$ cat src/rtl/iob_ram_2p_arb_pkg.sv
// Shared definitions for the iob_ram_2p_arb block: arbiter FSM encoding,
// stall counter width and the pointer-width helper.
package iob_ram_2p_arb_pkg;

  typedef enum logic {
    ARB_IDLE = 1'b0,
    ARB_LOCK = 1'b1
  } arb_state_t;

  localparam int STALL_CNT_W = 16;

  // Width of a requester index; never below one bit so N=1 still elaborates.
  function automatic int ptr_w(input int n);
    int w;
    w = $clog2(n);
    return (w < 1) ? 1 : w;
  endfunction

endpackage

$ cat src/rtl/iob_rr_arbiter.sv
// Round-robin arbiter with a grant lock, one instance per RAM port.
//   clk_i, arst_n_i : clock, async active-low reset
//   cke             : clock enable, state and pointer hold when low
//   req[N]          : per-requester valid
//   ready           : RAM port ready
//   grant[N]        : one-hot current grant (drives the RAM port)
//   grant_idx       : binary index of the current grant
//   accept          : granted request taken by the RAM this cycle
module iob_rr_arbiter
  import iob_ram_2p_arb_pkg::*;
#(
  parameter  int N     = 2,
  localparam int PTR_W = ptr_w(N)
) (
  input  logic             clk_i,
  input  logic             arst_n_i,
  input  logic             cke,
  input  logic [N-1:0]     req,
  input  logic             ready,
  output logic [N-1:0]     grant,
  output logic [PTR_W-1:0] grant_idx,
  output logic             accept
);

  arb_state_t       state, state_nxt;
  logic [PTR_W-1:0] ptr, ptr_nxt;
  logic [PTR_W-1:0] lock_idx, lock_idx_nxt;
  logic [PTR_W-1:0] pick, cand;
  logic             found, gnt_vld;

  // First valid requester at or after the pointer, wrapping around.
  always_comb begin
    found = 1'b0;
    pick  = '0;
    cand  = '0;
    for (int i = 0; i < N; i++) begin
      cand = PTR_W'((int'(ptr) + i) % N);
      if (!found && req[cand]) begin
        found = 1'b1;
        pick  = cand;
      end
    end
  end

  always_comb begin
    state_nxt    = state;
    ptr_nxt      = ptr;
    lock_idx_nxt = lock_idx;
    gnt_vld      = 1'b0;
    grant_idx    = '0;
    case (state)
      ARB_IDLE: begin
        gnt_vld   = found;
        grant_idx = pick;
      end
      ARB_LOCK: begin
        gnt_vld   = 1'b1;
        grant_idx = lock_idx;
      end
      default: ;
    endcase
    // Outputs are forced quiet while reset is held.
    gnt_vld = gnt_vld & arst_n_i;
    accept  = gnt_vld & req[grant_idx] & ready & cke;
    grant   = gnt_vld ? (N'(1) << grant_idx) : '0;
    if (accept) begin
      state_nxt = ARB_IDLE;
      ptr_nxt   = (grant_idx == PTR_W'(N - 1)) ? '0 : grant_idx + 1'b1;
    end else if (gnt_vld && (state == ARB_IDLE)) begin
      state_nxt    = ARB_LOCK;
      lock_idx_nxt = grant_idx;
    end
  end

  always_ff @(posedge clk_i or negedge arst_n_i) begin
    if (!arst_n_i) begin
      state    <= ARB_IDLE;
      ptr      <= '0;
      lock_idx <= '0;
    end else if (cke) begin
      state    <= state_nxt;
      ptr      <= ptr_nxt;
      lock_idx <= lock_idx_nxt;
    end
  end

endmodule

$ cat src/rtl/iob_ram_2p_arb.sv
// Shares one two-port RAM (write port + 1-cycle registered read port) among
// N_REQ requesters. Write and read ports are arbitrated independently by
// round-robin arbiters; read data is returned one cycle after accept with a
// one-hot response valid.
// Ports: clk_i/arst_n_i/cke_i; per-requester write request (valid/addr/data,
// ready), read request (valid/addr, ready), read response (one-hot valid,
// shared data); RAM write port (en/addr/data, ready) and read port
// (en/addr, data, ready).
// Optional build macro IOB_RAM_2P_ARB_STATS_EN adds per-requester 16-bit
// saturating stall counters (stall_cnt_o) and a synchronous clear
// (stall_clr_i).
module iob_ram_2p_arb
  import iob_ram_2p_arb_pkg::*;
#(
  parameter int N_REQ  = 2,
  parameter int ADDR_W = 10,
  parameter int DATA_W = 32
) (
  input  logic                      clk_i,
  input  logic                      arst_n_i,
  input  logic                      cke_i,
  input  logic [N_REQ-1:0]          wreq_valid_i,
  input  logic [N_REQ*ADDR_W-1:0]   wreq_addr_i,
  input  logic [N_REQ*DATA_W-1:0]   wreq_data_i,
  output logic [N_REQ-1:0]          wreq_ready_o,
  input  logic [N_REQ-1:0]          rreq_valid_i,
  input  logic [N_REQ*ADDR_W-1:0]   rreq_addr_i,
  output logic [N_REQ-1:0]          rreq_ready_o,
  output logic [N_REQ-1:0]          rresp_valid_o,
  output logic [DATA_W-1:0]         rresp_data_o,
  output logic                      ram_w_en_o,
  output logic [ADDR_W-1:0]         ram_w_addr_o,
  output logic [DATA_W-1:0]         ram_w_data_o,
  input  logic                      ram_w_ready_i,
  output logic                      ram_r_en_o,
  output logic [ADDR_W-1:0]         ram_r_addr_o,
  input  logic [DATA_W-1:0]         ram_r_data_i,
  input  logic                      ram_r_ready_i
`ifdef IOB_RAM_2P_ARB_STATS_EN
  ,
  input  logic                      stall_clr_i,
  output logic [N_REQ*STALL_CNT_W-1:0] stall_cnt_o
`endif
);

  localparam int PTR_W = ptr_w(N_REQ);

  logic [N_REQ-1:0]  wgrant, rgrant;
  logic [PTR_W-1:0]  widx, ridx;
  logic              waccept, raccept;
  logic [N_REQ-1:0]  rresp_vld_p1;
  logic [DATA_W-1:0] rdata_hold_p1;

  iob_rr_arbiter #(.N(N_REQ)) u_warb (
    .clk_i    (clk_i),
    .arst_n_i (arst_n_i),
    .cke      (cke_i),
    .req      (wreq_valid_i),
    .ready    (ram_w_ready_i),
    .grant    (wgrant),
    .grant_idx(widx),
    .accept   (waccept)
  );

  iob_rr_arbiter #(.N(N_REQ)) u_rarb (
    .clk_i    (clk_i),
    .arst_n_i (arst_n_i),
    .cke      (cke_i),
    .req      (rreq_valid_i),
    .ready    (ram_r_ready_i),
    .grant    (rgrant),
    .grant_idx(ridx),
    .accept   (raccept)
  );

  assign wreq_ready_o = {N_REQ{waccept}} & wgrant;
  assign rreq_ready_o = {N_REQ{raccept}} & rgrant;
  assign ram_w_en_o   = |wgrant;
  assign ram_r_en_o   = |rgrant;

  // RAM port drive: selected slice of the granted requester, zero when idle.
  always_comb begin
    ram_w_addr_o = '0;
    ram_w_data_o = '0;
    ram_r_addr_o = '0;
    for (int k = 0; k < N_REQ; k++) begin
      if (ram_w_en_o && (widx == PTR_W'(k))) begin
        ram_w_addr_o = wreq_addr_i[k*ADDR_W +: ADDR_W];
        ram_w_data_o = wreq_data_i[k*DATA_W +: DATA_W];
      end
      if (ram_r_en_o && (ridx == PTR_W'(k))) begin
        ram_r_addr_o = rreq_addr_i[k*ADDR_W +: ADDR_W];
      end
    end
  end

  // Stage p1: read response. RAM data arrives one cycle after accept, so the
  // response cycle passes it straight through; the hold register keeps the
  // last delivered word on the bus between responses.
  always_ff @(posedge clk_i or negedge arst_n_i) begin
    if (!arst_n_i) begin
      rresp_vld_p1  <= '0;
      rdata_hold_p1 <= '0;
    end else if (cke_i) begin
      rresp_vld_p1 <= rreq_ready_o;
      if (|rresp_vld_p1) rdata_hold_p1 <= ram_r_data_i;
    end
  end

  assign rresp_valid_o = rresp_vld_p1;
  assign rresp_data_o  = (|rresp_vld_p1) ? ram_r_data_i : rdata_hold_p1;

`ifdef IOB_RAM_2P_ARB_STATS_EN
  logic [N_REQ-1:0]       blocked;
  logic [STALL_CNT_W-1:0] stall_cnt [N_REQ];

  // A requester stalls when it asks on either port and is not taken there.
  assign blocked = (wreq_valid_i & ~wreq_ready_o) | (rreq_valid_i & ~rreq_ready_o);

  always_ff @(posedge clk_i or negedge arst_n_i) begin
    if (!arst_n_i) begin
      for (int k = 0; k < N_REQ; k++) stall_cnt[k] <= '0;
    end else if (cke_i) begin
      for (int k = 0; k < N_REQ; k++) begin
        if (stall_clr_i) stall_cnt[k] <= '0;
        else if (blocked[k] && (stall_cnt[k] != '1)) stall_cnt[k] <= stall_cnt[k] + 1'b1;
      end
    end
  end

  always_comb begin
    stall_cnt_o = '0;
    for (int k = 0; k < N_REQ; k++) stall_cnt_o[k*STALL_CNT_W +: STALL_CNT_W] = stall_cnt[k];
  end
`endif

endmodule

$ cat config.mk
export PLATFORM = sky130hd
export DESIGN_NAME = iob_ram_2p_arb
export DESIGN_NICKNAME = d
export VERILOG_FILES = /design/src/rtl/iob_ram_2p_arb_pkg.sv /design/src/rtl/iob_rr_arbiter.sv /design/src/rtl/iob_ram_2p_arb.sv
export SDC_FILE = /design/constraint.sdc
export NUM_CORES = 1
export LEC_CHECK = 0
export BUFFER_PORTS_ARGS = -buffer_cell sky130_fd_sc_hd__buf_2
export CORE_AREA = 2 2 92 94
export CTS_CLUSTER_DIAMETER = 40
export CTS_CLUSTER_SIZE = 28
export DETAILED_ROUTE_END_ITERATION = 7
export DIE_AREA = 0 0 94 96
export PLACE_DENSITY = 0.79
export RECOVER_POWER = 25
export SYNTH_ARGS = -nofsm -noshare
export SYNTH_HDL_FRONTEND = slang
export SYNTH_SLANG_ARGS = --single-unit
$ cat constraint.sdc
create_clock -name clk_i -period 4.4 [get_ports clk_i]
set_clock_uncertainty 0.05 [all_clocks]
set_input_delay 0.44 -clock clk_i [delete_from_list [all_inputs] [get_ports clk_i]]
set_output_delay 0.44 -clock clk_i [all_outputs]
set_load 0.02 [all_outputs]
==> metrics.md <==
| Metric | Value |
|---|---|
| Multi-input gate area | `0.001562 sq mm` |
| Post-Place Setup Slack | `1.756 ns` |
| Pint | `0.001299 W` |
| # hold bufs at CTS | `1` |
| Die width | `94 microns` |
| Die Y | `96 microns` |
| IO Count | `237` |
| Post-Synth Simple-Gate Area | `0.06474` |
| Post-synth EDFFs | `0` |
| CP endpoint kind | `output port` |
| Met1 WL | `3853 microns` |
| DR WL met2 | `4786 microns` |
| Commonest non-fill, non-tap cell in the layout | `buf_2` |
| Final-layout fill cell count | `789` |
| Post-CTS Setup Bufs | `0` |
| Largest net degree at the start of global routing | `46` |
| Post-route ant nets | `0` |
| Fin Setup TNS | `0 ns` |
| H-tree depth | `2` |
| WHS | `0.3258 ns` |
| Mapped Cells | `232` |
| Hold Path Origin | `ram_r_data_i[20]` |
| Worst-Margin Slew | `2.728 ns` |
| R2R Setup Slk | `1.27 ns` |
| Top_reg_cell synth | `dfrtp_1` |
| Crit path required time | `3.91 ns` |
| Core footprint | `0.008051 sq mm` |
| Final setup viols | `0` |
| Syn_nets | `377` |
| Sequential share of power | `0.282` |
| Clock-pin slew on the worst setup and hold paths | `0.08 ns` |
| Hold Path Class | `in2reg` |
| Final Max Slew Viols | `33` |
| Num CTS Buffers | `5` |
| Logic gate share of total power | `0.587` |
| Asr flop ratio synth | `1.000` |
| Via-per-instance ratio | `5.141` |
| Placed insts | `558` |
| Max_cap viols | `1` |
| Final Hold Fails | `0` |
| Detailed Route Iter0 Violations | `85` |
| Drt wl/cell | `17.32 microns` |
| Layout area overhead | `47.43%` |
| I/O Buffers | `236` |
| FF/Latch Area | `0.001001 sq mm` |
| Worst vdd ir | `399.1 uV` |
| Clock tree sinks | `40` |
| RR Endpoint | `rdata_hold_p1[18]` |
| Vias in the first global route | `2874` |
| Pleak | `2.163 nW` |
| Post-Syn Area per Cell | `11.75 sq um` |
| Reg2reg path depth | `2` |
| Clk_lat worst skew | `0.28 ns` |
| Mux share of post-synthesis cell area | `0.2681` |
| Post-route design area | `0.004018 sq mm` |
| Synth warn | `0` |
| CTS tree | `done` |
| Switching share of power | `0.4276` |
| Commonest non-fill, non-tap cells in the layout | `buf_2 (233), a22o_1 (52), mux2_2 (44), dfrtp_1 (40), mux2_1 (20)` |
| Minimum clock period | `3.217 ns` |
| Resized Gates After CTS | `0` |
| Overall routed net length | `9838 microns` |
| Starting Density | `0.3385` |
| Clock share of power | `0.131` |
| Worst Path Class, Setup | `in2out` |
| Post-synthesis sequential area ratio | `0.3673` |
| Dominant combinational cell family by area after synthesis | `multiplexers` |
| Nets | `606` |
| RSZ-0062 raised after global routing | `no` |
| FMAX | `310.8 MHz` |
| Pwr Density | `565.0 mW/mm^2` |
| Clock Path Buffers | `2` |
| Congestion Overflow GR | `0` |
| Drt first pass iters | `4` |
| Clk root buf | `clkbuf_8` |
| Highest Signal Layer | `met4` |
| Worst relative slew slack | `-0.8311` |
| Status | `complete, but fails checks` |
| Synth Area in Adders | `0` |
| GRT Resource Usage Total | `0.2054` |
| DP Area | `0.003913 sq mm` |
| Layout cell share with drive strength beyond 1 | `0.6450` |
| Switch Pwr | `0.0009707 W` |
| Final worst slack | `1.183 ns` |
| HPWL after DPL | `8107 microns` |
| Crit path max fanout | `45` |
| Layout Cells excl Fill | `568` |
| Worst hold stages | `2` |
| Die Area | `0.009024 sq mm` |
| Routed wl met3 | `969 microns` |
| #FFs+latches synth | `40` |
| Antenna violations before repair | `1` |
| Worst min-delay path endpoint | `rdata_hold_p1[20]` |
| Synthesized cell area | `0.002725 sq mm` |
| Synth Area in Compound Gates | `0.2365` |
| Data arrival time of the worst path | `2.73 ns` |
| Remaining DRCs | `0` |
| Failing checks | `capacitance limit, slew limit` |
| Worst r2r src | `rresp_valid_o[1]` |
| Post-Synth XOR/XNOR Area | `0` |
| Worst Setup SP | `arst_n_i` |
| CP startpoint kind | `primary input` |
| Period utilization | `0.7312` |
| GPL Wtd Cong | `1.004` |
| Routed vias | `2920` |
| Post-synth cell types | `39` |
| Row cnt | `33` |
| First-pass GRT wire length | `14230 microns` |
## routing by layer
| metal | track usage | vias up |
|---|---|---|
| li1 | - | 1360 |
| met4 | 0.07609 | 0 |
| met2 | 0.3435 | 152 |
| met3 | 0.06891 | 21 |
| met5 | 0 | - |
| met1 | 0.2465 | 1387 |
## stage by stage
stage               power, W  utilization
floorplan           0.001594            -
global placement    0.001944       0.4859
detailed placement  0.001985       0.4859
CTS                 0.002286       0.5005
global route        0.002413       0.4987
finish              0.002270       0.4990
## synthesized netlist by cell type, types with 2 or more instances
library cell | number | area share
o21ai_0 | 3 | 0.0055
a21o_1 | 2 | 0.0055
a21boi_2 | 2 | 0.0083
buf_6 | 11 | 0.045
nand2b_1 | 3 | 0.0069
mux2_2 | 44 | 0.18
nand2_1 | 10 | 0.014
a21oi_1 | 2 | 0.0037
dfrtp_1 | 40 | 0.37
a22o_1 | 52 | 0.17
inv_1 | 3 | 0.0041
o22ai_1 | 2 | 0.0046
nor2_1 | 7 | 0.0096
buf_4 | 3 | 0.0083
nand3b_1 | 3 | 0.0083
buf_2 | 3 | 0.0055
mux2_1 | 20 | 0.083
## how the worst max path moves through the flow
stage	cells past startpoint	to	slack, ns
floorplan	3	rresp_data_o[10]	2.53
global placement	6	ram_w_data_o[7]	1.86
detailed placement	6	ram_w_data_o[7]	1.76
CTS	6	ram_r_addr_o[2]	1.30
global route	2	rdata_hold_p1[14]	0.95
finish	6	ram_r_addr_o[2]	1.18
## critical path: stages
cell and delay, ns:
dlygate4sd3_1 0.53, clkbuf_1 0.30, buf_4 0.55, a21boi_2 0.52, a22o_1 0.22, buf_2 0.16
## registers in the layout (all words and copies together), names as in the netlist
name / flops
u_warb.lock_idx: 1
u_warb.state: 1
rresp_valid_o: 2
u_rarb.state: 1
u_warb.ptr: 1
u_rarb.lock_idx: 1
u_rarb.ptr: 1
rdata_hold_p1: 32
## power groups by stage
stage | registers, W | clock network (W) | logic [W]
final | 0.000640 | 0.000297 | 0.00133
after global routing | 0.000662 | 0.000319 | 0.00143
after CTS | 0.000639 | 0.000305 | 0.00134
after detailed placement | 0.000646 | 0 | 0.00134
after global placement | 0.000630 | 0 | 0.00131
after floorplan | 0.000611 | 0 | 0.000982
## cell families (layout without fill, tap and decap cells)
kind of cell    Yosys count  count (layout)
buf+inv                  20             250
other cells               0               1
mux                      65              65
simple gates             33              33
flops                    40              40
compound gates           74              74
## layout make-up
| class | instances | area share |
|---|---|---|
| multi-input combinational | 172 | 0.3887 |
| timing repair buffer | 239 | 0.2993 |
| sequential | 40 | 0.2491 |
| tap | 105 | 0.03270 |
| clock buffer | 6 | 0.01806 |
| clock inverter | 2 | 0.008720 |
| inverter | 3 | 0.002803 |
| antenna | 1 | 0.0006229 |
No activity file was read; power rests on OpenSTA's default activity.
